`config.mk`:
```
export PLATFORM = sky130hd
export DESIGN_NAME = rng_arbiter
export DESIGN_NICKNAME = d
export VERILOG_FILES = /design/src/rtl/rng_arbiter_pkg.sv /design/src/rtl/rng_arbiter_rr_pick.sv /design/src/rtl/rng_arbiter.sv
export SDC_FILE = /design/constraint.sdc
export NUM_CORES = 1
export LEC_CHECK = 0
export CORE_ASPECT_RATIO = 0.6
export CORE_MARGIN = 2
export CORE_UTILIZATION = 45
export CTS_CLUSTER_DIAMETER = 120
export DETAILED_ROUTE_END_ITERATION = 16
export GPL_TIMING_DRIVEN = 0
export PLACE_DENSITY = 0.79
export SETUP_SLACK_MARGIN = 0.1
export SLEW_MARGIN = 20
export SYNTH_ARGS = -nofsm -noshare
export SYNTH_HDL_FRONTEND = slang
export SYNTH_SLANG_ARGS = --single-unit
```
`constraint.sdc`:
```
create_clock -name clk_clk -period 4.68 [get_ports clk_clk]
set_input_delay 0.468 -clock clk_clk [delete_from_list [all_inputs] [get_ports clk_clk]]
set_output_delay 0.468 -clock clk_clk [all_outputs]
set_load 0.02 [all_outputs]
```
`src/rtl/rng_arbiter_pkg.sv`:
```
// Shared definitions for the random-number arbiter: FSM states, LFSR constants.
// Latency: n/a (package only).
// Backpressure: n/a.
package rng_arbiter_pkg;

   typedef enum logic {
      ST_SEED = 1'b0,
      ST_RUN  = 1'b1
   } state_t;

   localparam logic [31:0] LFSR_MASK    = 32'h8020_0003;
   localparam logic [31:0] DEFAULT_SEED = 32'hACE1_2468;

   // One Galois step: shift right, fold the feedback taps in when a one falls out.
   function automatic logic [31:0] lfsr_step(input logic [31:0] cur);
      lfsr_step = (cur >> 1) ^ (cur[0] ? LFSR_MASK : 32'h0);
   endfunction

endpackage

```
`src/rtl/rng_arbiter_rr_pick.sv`:
```
// Round-robin picker: first set bit of eligible at or after ptr, wrapping modulo N_REQ.
// Latency: combinational.
// Backpressure: none; valid low when nothing is eligible.
// Ports: eligible (request mask), ptr (search start) -> valid, index (winner).
module rr_pick #(
   parameter int N_REQ = 4,
   parameter int PW    = 2
) (
   input  logic [N_REQ-1:0] eligible,
   input  logic [PW-1:0]    ptr,
   output logic             valid,
   output logic [PW-1:0]    index
);

   int j;

   always_comb begin
      valid = 1'b0;
      index = '0;
      j     = 0;
      for (int k = 0; k < N_REQ; k++) begin
         j = int'(ptr) + k;
         if (j >= N_REQ) j = j - N_REQ;
         if (!valid && eligible[j]) begin
            valid = 1'b1;
            index = PW'(j);
         end
      end
   end

endmodule

```
`src/rtl/rng_arbiter.sv`:
```
// Round-robin arbiter handing out one-cycle grants tagged with an LFSR-derived random word.
// Latency: one cycle from req sampled high (in RUN) to ack; at most one grant per cycle.
// Backpressure: requests are level-held; none are served until a seed arrives or SEED times out.
// Ports: clk_clk, reset_reset_n, random_num (seed word), req -> ack, rnd_out, ready, grant_cnt.
module rng_arbiter
   import rng_arbiter_pkg::*;
#(
   parameter int N_REQ        = 4,
   parameter int SEED_TIMEOUT = 256
) (
   input  logic             clk_clk,
   input  logic             reset_reset_n,
   input  logic [31:0]      random_num,
   input  logic [N_REQ-1:0] req,
   output logic [N_REQ-1:0] ack,
   output logic [31:0]      rnd_out,
   output logic             ready,
   output logic [15:0]      grant_cnt
);

   localparam int PW = $clog2(N_REQ);

   state_t           state;
   logic [31:0]      lfsr;
   logic [31:0]      prev_seed;
   logic [15:0]      wait_cnt;
   logic [PW-1:0]    ptr;
   logic [PW-1:0]    pick_idx;
   logic             pick_vld;
   logic             reseed;
   logic [N_REQ-1:0] eligible;

   // Any change in the software-written word counts as a new seed.
   assign reseed = (random_num != prev_seed);

   // Mask the requester acked this cycle: its req is still high while it sees the ack.
   assign eligible = (state == ST_RUN) ? (req & ~ack) : '0;

   rr_pick #(
      .N_REQ (N_REQ),
      .PW    (PW)
   ) u_pick (
      .eligible (eligible),
      .ptr      (ptr),
      .valid    (pick_vld),
      .index    (pick_idx)
   );

   always_ff @(posedge clk_clk or negedge reset_reset_n) begin
      if (!reset_reset_n) begin
         state     <= ST_SEED;
         ack       <= '0;
         rnd_out   <= '0;
         ready     <= 1'b0;
         grant_cnt <= '0;
         ptr       <= '0;
         wait_cnt  <= '0;
         lfsr      <= DEFAULT_SEED;
         prev_seed <= '0;
      end else begin
         prev_seed <= random_num;

         // A zero seed would lock the LFSR, so substitute the default.
         if (reseed)
            lfsr <= (random_num == 32'h0) ? DEFAULT_SEED : random_num;
         else
            lfsr <= lfsr_step(lfsr);

         if (state == ST_SEED) begin
            ack <= '0;
            if ((reseed && random_num != 32'h0) ||
                (wait_cnt == 16'(SEED_TIMEOUT - 1))) begin
               state <= ST_RUN;
               ready <= 1'b1;
            end else begin
               wait_cnt <= wait_cnt + 16'd1;
            end
         end else begin
            if (pick_vld) begin
               ack       <= {{(N_REQ-1){1'b0}}, 1'b1} << pick_idx;
               // Uses the pre-reseed lfsr even when a reseed lands this cycle.
               rnd_out   <= lfsr ^ random_num;
               ptr       <= (pick_idx == PW'(N_REQ - 1)) ? '0 : pick_idx + 1'b1;
               grant_cnt <= grant_cnt + 16'd1;
            end else begin
               ack <= '0;
            end
         end
      end
   end

endmodule

```
Word-level counts from Yosys, hierarchy flattened
Cells that the tools add are included.

Output and inout port bits: 53. Bits of input ports: 38. Register bits: 136.

Bitwise gates (word level): 6. Shift-type cells: 1. Multiplexer cells: 33. Reduce and logical (&&, ||, !) cells: 13. $add $sub $neg: 10. Equal/unequal tests: 3. Order comparisons: 8.

Operator list (count): $mux W32 (7); $lt A32 B4 Y1 const B (4); $ge A32 B4 Y1 const B (3); $sub A32 B4 Y32 const B (3); $add A16 B1 Y16 const B (2); $logic_not A32 Y1 (1); $ne A32 B32 Y1 (1); $reduce_bool A32 Y1 (1); $xor A31 B32 Y32 (1); $xor A32 B32 Y32 (1); $eq A16 B8 Y1 const B (1); $mux W1 (14); $mux W4 (3); $mux W2 (5); $bmux W1 S2 (4); $add A2 B2 Y3 const B (2); $reduce_and A2 Y1 (3); $and A4 B4 Y4 (1); $logic_and A1 B1 Y1 (4); $not A4 Y4 (1); $shl A1 B2 Y4 const A (1); $sub A2 B3 Y4 const B (1); $add A2 B1 Y3 const B (1); $ge A2 B3 Y1 const B (1); other kinds (5) (8).

Logic depth before layout (Yosys ltp)
Gate-level depths: netlist of the first run.

Depth in word-level cells: 19. Depth in mapped cells: 9.

Hierarchy
From an unflattened synthesis of the first run, not the netlist that was laid out.

Cells, all modules: 497. Area, all modules: 5755.5 µm².

By module, submodules not included: rng_arbiter (area each 5677.9 µm², sequential area each 3419.5 µm², instances 1, cells each 482); rr_pick (area each 77.6 µm², sequential area each 0.0 µm², instances 1, cells each 15).

Least setup slack after synthesis of the first run
No wires, ideal clock.

Path type: input-to-reg. From: input req[1]. To: register ptr[1]. Path buffers: 1. Arrival time: 1.949 ns. Required time: 4.550 ns. Stages on the path: 7. Slack: 2.600 ns. Cell sequence: nor2b_1 > o41ai_2 > clkbuf_1 > nor2_1 > ha_1 > nand2_1 > o21ai_0.

Word-level cells in the longest chain between the ends: 17. Elaborated cells on any way between the ends: 32.

Ends and longest elaborated chain: from (decl) (line rng_arbiter.sv:14) `input logic [N_REQ-1:0] req,`; $and A4 B4 Y4 * (line rng_arbiter.sv:37) `assign eligible = (state == ST_RUN) ? (req & ~ack) : '0;`; $mux W4 * (line rng_arbiter.sv:37); $bmux W1 S2 (line rng_arbiter_rr_pick.sv:24) `if (!valid && eligible[j]) begin`; $mux W1 (not written as such) (2 in a row) (line rng_arbiter_rr_pick.sv:24); $mux W1 (line rng_arbiter_rr_pick.sv:24); $logic_not A1 Y1 (line rng_arbiter_rr_pick.sv:24); $logic_and A1 B1 Y1 (line rng_arbiter_rr_pick.sv:24); $mux W1 (line rng_arbiter_rr_pick.sv:24); $logic_not A1 Y1 (line rng_arbiter_rr_pick.sv:24); $logic_and A1 B1 Y1 (line rng_arbiter_rr_pick.sv:24); $mux W1 (line rng_arbiter_rr_pick.sv:24); $logic_not A1 Y1 (line rng_arbiter_rr_pick.sv:24); $logic_and A1 B1 Y1 (line rng_arbiter_rr_pick.sv:24); $mux W2 (line rng_arbiter_rr_pick.sv:24); $add A2 B1 Y2 / $eq A2 B2 Y1 (equally long branches) (line rng_arbiter.sv:83) `ptr <= (pick_idx == PW'(N_REQ - 1)) ? '0 : pick_idx + 1'b1;`; $mux W2 (line rng_arbiter.sv:83); to (signal assigned) (line rng_arbiter.sv:83); to (decl) (line rng_arbiter.sv:27) `logic [PW-1:0] ptr;`.

Every way passes the cells marked *; elsewhere a longest branch is shown, timed or not. The select of a mux whose other input is x is not followed. A chain may end at the register's enable or synchronous reset.

Final worst setup path of the first run
From: input random_num[18]. To: register ready.

Word-level cells in the longest chain between the ends: 4. Elaborated cells on any way between the ends: 5.

Ends and longest elaborated chain: from (decl) (line rng_arbiter.sv:13) `input logic [31:0] random_num,`; $ne A32 B32 Y1 / $reduce_bool A32 Y1 (equally long branches) (line rng_arbiter.sv:34, rng_arbiter.sv:71); $logic_and A1 B1 Y1 * (line rng_arbiter.sv:71) `if ((reseed && random_num != 32'h0) ||`; $logic_or A1 B1 Y1 * (line rng_arbiter.sv:71); $reduce_and A2 Y1 (no source line) *; to (signal assigned) (line rng_arbiter.sv:54) `ready <= 1'b0;`; to (signal assigned) (line rng_arbiter.sv:74) `ready <= 1'b1;`; to (decl) (line rng_arbiter.sv:17) `output logic ready,`.

Every way passes the cells marked *; elsewhere a longest branch is shown, timed or not.

==> results of run 1 <==
-- metrics by stage --
step | worst slack (ps) | cells
2_1_floorplan | 2600 | 480
3_3_place_gp | -2020 | 735
3_5_place_dp | 1520 | 736
4_1_cts | 1950 | 768
5_1_grt | 1720 | 768
6_report | 1840 | 768
-- final timing paths --
| path | slack (ps) | startpoint | depth (start not counted) | endpoint |
|---|---|---|---|---|
| hold / removal | 480 | grant_cnt[15] | 1 | grant_cnt[15] |
| hold reg to reg | 480 | grant_cnt[15] | 1 | grant_cnt[15] |
| setup reg to reg | 2170 | ack[0] | 7 | ptr[1] |
| min in group asynchronous | 580 | reset_reset_n | 2 | rnd_out[1] |
| setup / recovery | 1840 | random_num[18] | 8 | ready |
| max in group asynchronous | 3330 | reset_reset_n | 3 | lfsr[13] |
-- critical path: cells and delay by family --
kind | cells | cell delay (ps)
buffers and inverters | 2 | 870
AO/OA/AOI/OAI | 2 | 470
AND/OR/NAND/NOR | 3 | 1060
XOR/XNOR | 1 | 230
-- metal layers --
metal | wire, um | share of wire | vias to the layer above | global-route usage
li1 | - | - | 1909 | -
met1 | 6730 | 0.49 | 2087 | 0.323
met2 | 5760 | 0.42 | 145 | 0.304
met3 | 1030 | 0.075 | 18 | 0.0734
met4 | 179 | 0.013 | 0 | 0.0651
met5 | 0 | 0 | - | 0
-- layout make-up --
| cell class | instances | area [um2] |
|---|---|---|
| fillers | 927 | 4770 |
| flip-flops and latches | 136 | 3420 |
| multi-input cells | 322 | 2200 |
| repair buffers | 92 | 943 |
| clock buffers | 23 | 468 |
| well taps | 165 | 206 |
| clock inverters | 8 | 124 |
| plain buffers | 18 | 70.1 |
| inverters | 4 | 15.0 |
-- cells in the final DEF (no fill, tap or decap), drive strengths merged, types with 2 or more instances in the layout --
cell,count
dfrtp,123
clkdlybuf4s50,89
xnor2,55
nand2,53
xor2,41
clkbuf,37
o21ai,36
nor4,22
a22o,19
nand3,17
nor2,14
dfstp,13
o32a,12
nand4,9
ha,6
buf,6
a21oi,5
and3,5
inv,4
nor2b,4
and2,4
or2,3
nor3,3
bufinv,3
clkinv,3
nand2b,2
a21boi,2
o221ai,2
clkinvlp,2
-- registers in the layout, summed over array words and instances (netlist names) --
| name | cells |
|---|---|
| rnd_out | 32 |
| lfsr | 32 |
| wait_cnt | 16 |
| ready | 1 |
| grant_cnt | 16 |
| ptr | 2 |
| prev_seed | 32 |
| state | 1 |
| ack | 4 |
-- cells by family (layout without fill, tap and decap cells) --
kind of cell               count (synthesis)  after routing  share of synthesized area
muxes                                      1              1                    0.00197
AOI/OAI and AO/OA                         81             81                      0.102
DFF                                      136            136                      0.599
xor gates and xnor gates                  96             96                      0.147
buffers and inverters                     22            145                     0.0149
and+or+nand+nor                          138            138                      0.121
adders and majority gates                  6              6                     0.0132
-- power breakdown --
group	internal, W	switching (W)
Combinational	0.000360	0.000427
Sequential	0.00133	0.000116
Clock	0.000862	0.000473
-- timing repair --
action,4_1_cts,5_1_grt
hold buffers,1,0
hold endpoints to repair,49,0
gates resized for setup,0,0
==> impl_metrics.tcl, run 1 <==
set metrics [dict create \
    drc 0 \
    synth_area_leader_cell "dfrtp_1" \
    cts-root-buf "clkbuf_16" \
    slew_violations 0 \
    p_total_w 0.00357 \
    vdd_drop_max_mv 0.298 \
    hold_violations 0 \
    ys_top_cells_by_area "dfrtp_1 (54%), xnor2_1 (8.4%), xor2_1 (6.3%)" \
    yosysMostFrequentCell "dfrtp_1" \
    setup_viol 0 \
    ys_ff_latch 136 \
    cp.arrival_ps 3110 \
    cts_made_buffers 17 \
    ys.flop_type "dfrtp_1" \
    vias_per_cell 5.42 \
    placedInstanceArea_mm2 0.00685 \
    antenna_found_initial 0 \
    place.port_buffers 90 \
    die-area_mm2 0.0136 \
    die_h_um 91.2 \
    synth-edff-count 0 \
    path_cells "clkdlybuf4s50_1, xor2_1, nor4_1, nand4_1, o21a_2, clkbuf_1, nor2_1, o21bai_1" \
    diodes 0 \
    slowest_stage "clkdlybuf4s50_1" \
    drive_gt1_frac 0.0896 \
    hp-class "reg2reg" \
    max_slew.worst_pin.slew_ps 838 \
    status "complete, no violations" \
    first_pass_iters 5 \
    fmax_mhz 353 \
    whs_ps 476 \
    rsz0062_at_grt "no" \
    cp_max_fo 10 \
    coreArea_mm2 0.0122 \
    clkTransAtPathRegs_ps 60 \
    yosys_warnings 0 \
    yosysSeqAreaShare 0.599 \
    synth_fp_nets 524 \
    first_iter_violations 283 \
    start_kind "input pin" \
    p_leak_nw 3.09 \
    grt_pass1_wl_um 22800 \
    fin_nets 635 \
    place.gp.congestion 0.870 \
    clockBufferDepth 2 \
    postCtsSetupBuffers 0 \
    stdcell_area_mm2 0.00745 \
    cts_tree "yes" \
    cts_max_level 4 \
    period_share 0.606 \
    synth_common_cells "dfrtp_1 (123), xnor2_1 (55), nand2_1 (53)" \
    start_util 0.467 \
    synth.top_cell.area_share 0.539 \
    area_growth_pct 30.5 \
    finalCriticalPeriod_ps 2840 \
    detailed_place_hpwl_um 9540 \
    vias 4159 \
    grt_usage 0.219 \
    synth.distinct_cells 37 \
    synth_area_mm2 0.00571 \
    crit_required_ps 4950 \
    grt_pass1_vias 4261 \
    io_pins 91 \
    overflow 0 \
    fin_util 0.610 \
    setup_tns_ps 0 \
    drtAntennaViolNets 0 \
    cts.sinks 136 \
    synthCells 480 \
    cp_slowest_stage_delay_ps 580 \
    clk_latency_ps 410 \
    syn_avg_cell_area_um2 11.9 \
    crit_type "in2reg" \
    slew_headroom 0.435 \
    die-width_um 149 \
    cp-end-kind "register" \
    synthArstFlopShare 1.00 \
    wl_um 13700 \
    p_per_area_mw_per_mm2 479 \
    grt_max_degree 82 \
    core.rowCount 31 \
    skew_ps 6.79 \
    drv_cap 0 \
    wl_per_cell_um 17.8 \
]
Power figures use the tool's default switching activity.
==> run 2, diff against run 1 <==
--- a/config.mk
+++ b/config.mk
@@ -11,7 +11,7 @@
 export CTS_CLUSTER_DIAMETER = 120
 export DETAILED_ROUTE_END_ITERATION = 16
 export GPL_TIMING_DRIVEN = 0
-export PLACE_DENSITY = 0.79
+export PLACE_DENSITY = 0.82
 export SETUP_SLACK_MARGIN = 0.1
 export SLEW_MARGIN = 20
 export SYNTH_ARGS = -nofsm -noshare
==> constraint.sdc (replaced) <==
create_clock -name clk_clk -period 2.4 [get_ports clk_clk]
set_input_delay 0.24 -clock clk_clk [delete_from_list [all_inputs] [get_ports clk_clk]]
set_output_delay 0.24 -clock clk_clk [all_outputs]
set_load 0.02 [all_outputs]
==> run 2 against run 1 <==
Against the previous run:
- cell area up 2.2%
- sequential share of layout area is 0.99 points lower
- wire length up 7.4%
- clock skew rose by 3.3 ps
- non-clock buffer count increased by 7
- sequential power up 96%
- via count rose by 2.6%
- clock power up 110%
- worst setup slack worse by 1800 ps
- global-route usage increased by 0.73 points
- sequential cell count unchanged
==> impl_metrics.tcl, run 2 (synthesized netlist as in run 1, its figures left out) <==
set metrics [dict create \
    status "complete, no violations" \
    clkPwrFrac 0.385 \
    coreArea_mm2 0.0122 \
    clkTransAtPathRegs_ps 50 \
    mostFrequentLayoutCell "dfrtp_1" \
    path_cells "clkdlybuf4s50_1, xor2_1, nor4_2, nand4_1, buf_4, o21a_2, clkbuf_2, a22o_1" \
    vdd_drop_max_mv 0.553 \
    max_slew.worst_pin.slew_ps 540 \
    finalCriticalPeriod_ps 2370 \
    slew_headroom 0.638 \
    hp-class "in2reg" \
    start_util 0.467 \
    cts_tree "yes" \
    crit_required_ps 2690 \
    whs_ps 174 \
    use_met3 0.0683 \
    drtAntennaViolNets 0 \
    cts-root-buf "clkbuf_16" \
    final_cell_mix "dfrtp_1 (123), clkdlybuf4s50_1 (87), xnor2_1 (55)" \
    p_total_w 0.00718 \
    wl_per_cell_um 18.9 \
    core.rowCount 31 \
    critPathBufInv 3 \
    first_iter_violations 331 \
    slew_violations 0 \
    drv_cap 0 \
    start_kind "input pin" \
    die-area_mm2 0.0136 \
    p_seq_frac 0.395 \
    grt_max_degree 74 \
    antenna_found_initial 0 \
    diodes 0 \
    grt_pass1_vias 4331 \
    fin_nets 642 \
    cts_max_level 4 \
    p_int_w 0.00514 \
    grt_pass1_wl_um 23300 \
    p_leak_nw 3.20 \
    skew_ps 10.1 \
    cp_max_fo 10 \
    grt_use_met1 0.327 \
    use_met2 0.326 \
    die-width_um 149 \
    cts_made_buffers 17 \
    detailed_place_hpwl_um 9870 \
    die_h_um 91.2 \
    p_per_area_mw_per_mm2 944 \
    clk_latency_ps 420 \
    grt_busiest_layer "met1" \
    area_growth_pct 33.4 \
    wl_um 14700 \
    grt_usage 0.226 \
    pre_cts_ws_ps -549 \
    critPathTopFamily "buffers and inverters" \
    drc 0 \
    vias 4269 \
    fmax_mhz 422 \
    hold_violations 0 \
    setup_viol 0 \
    crit_type "in2reg" \
    place.gp.congestion 0.858 \
    place.port_buffers 90 \
    setup_slack_ps 29.9 \
    cp-end-kind "register" \
    cts.sinks 136 \
    first_pass_iters 5 \
    p_sw_w 0.00204 \
    top_regs "lfsr x32, prev_seed x32, rnd_out x32" \
    period_share 0.988 \
    clockBufferDepth 2 \
    cp.arrival_ps 2660 \
    slowest_stage "clkdlybuf4s50_1" \
    p_comb_frac 0.220 \
    cp_slowest_stage_delay_ps 660 \
    drive_gt1_frac 0.129 \
    overflow 0 \
    fin_util 0.623 \
    vias_per_cell 5.50 \
    swShare 0.284 \
    rsz0062_at_grt "yes" \
    io_pins 91 \
]
-- run 2: changes by cell type in the layout (fill, tap and decap cells not counted), sizes merged --
cell           before  now
clkdlybuf4s50      89   87
dlymetal6s2s        0    2
clkbuf             37   38
bufinv              3    4
clkinvlp            2    1
buf                 6   13
-- run 2: final timing paths --
path	start	endpoint	slack, ps	cells past startpoint
worst min register to register	grant_cnt[15]	grant_cnt[15]	470	1
max in group asynchronous	reset_reset_n	lfsr[13]	1270	3
worst max register to register	prev_seed[31]	lfsr[1]	140	7
worst max-delay path	random_num[31]	lfsr[1]	30	8
worst min-delay path	random_num[15]	prev_seed[15]	170	1
min in group asynchronous	reset_reset_n	rnd_out[29]	360	2
-- run 2: final cells by class --
cell class,instances,area [um2]
Timing Repair Buffer,99,1000
Buffer,18,81.3
Fill cell,907,4610
Clock inverter,8,143
Inverter,4,15.0
Sequential cell,136,3420
Tap cell,165,206
Multi-Input combinational cell,322,2260
Clock buffer,24,482
-- run 2: through the flow --
step	instance area (um2)	instances	TNS [ps]
after floorplan	5710	480	0
after global placement	6810	735	-540640
after detailed placement	6850	736	-28280
after CTS	7530	771	0
after global routing	7610	776	0
final	7610	776	0
-- run 2: timing repair --
action / 4_1_cts / 5_1_grt
setup endpoints to repair: 56 / 65
hold buffers: 1 / 0
resized for setup: 11 / 16
setup buffers: 2 / 5
endpoints found under the hold margin: 60 / 0
pin swaps: 2 / 3
-- run 2: layer usage --
layer,share of wire,routed length (um),vias up
met5,0,0,-
met3,0.064,942,13
met1,0.48,7110,2179
met4,0.0090,133,0
met2,0.44,6520,165
li1,-,-,1912
-- run 2: power by group through the flow --
stage | logic (W) | clock network (W) | registers, W
6_report | 0.00158 | 0.00276 | 0.00284
5_1_grt | 0.00171 | 0.00289 | 0.00288
4_1_cts | 0.00156 | 0.00278 | 0.00283
3_5_place_dp | 0.00153 | 0 | 0.00286
3_3_place_gp | 0.00148 | 0 | 0.00284
2_1_floorplan | 0.000515 | 0 | 0.00308
-- run 2: worst reg2reg max path, stage by stage (launching register included) --
cell	delay (ps)
dfrtp_1	370
xor2_1	200
nor4_2	400
nand4_1	160
buf_4	190
o21a_2	290
clkbuf_2	250
a22o_1	290
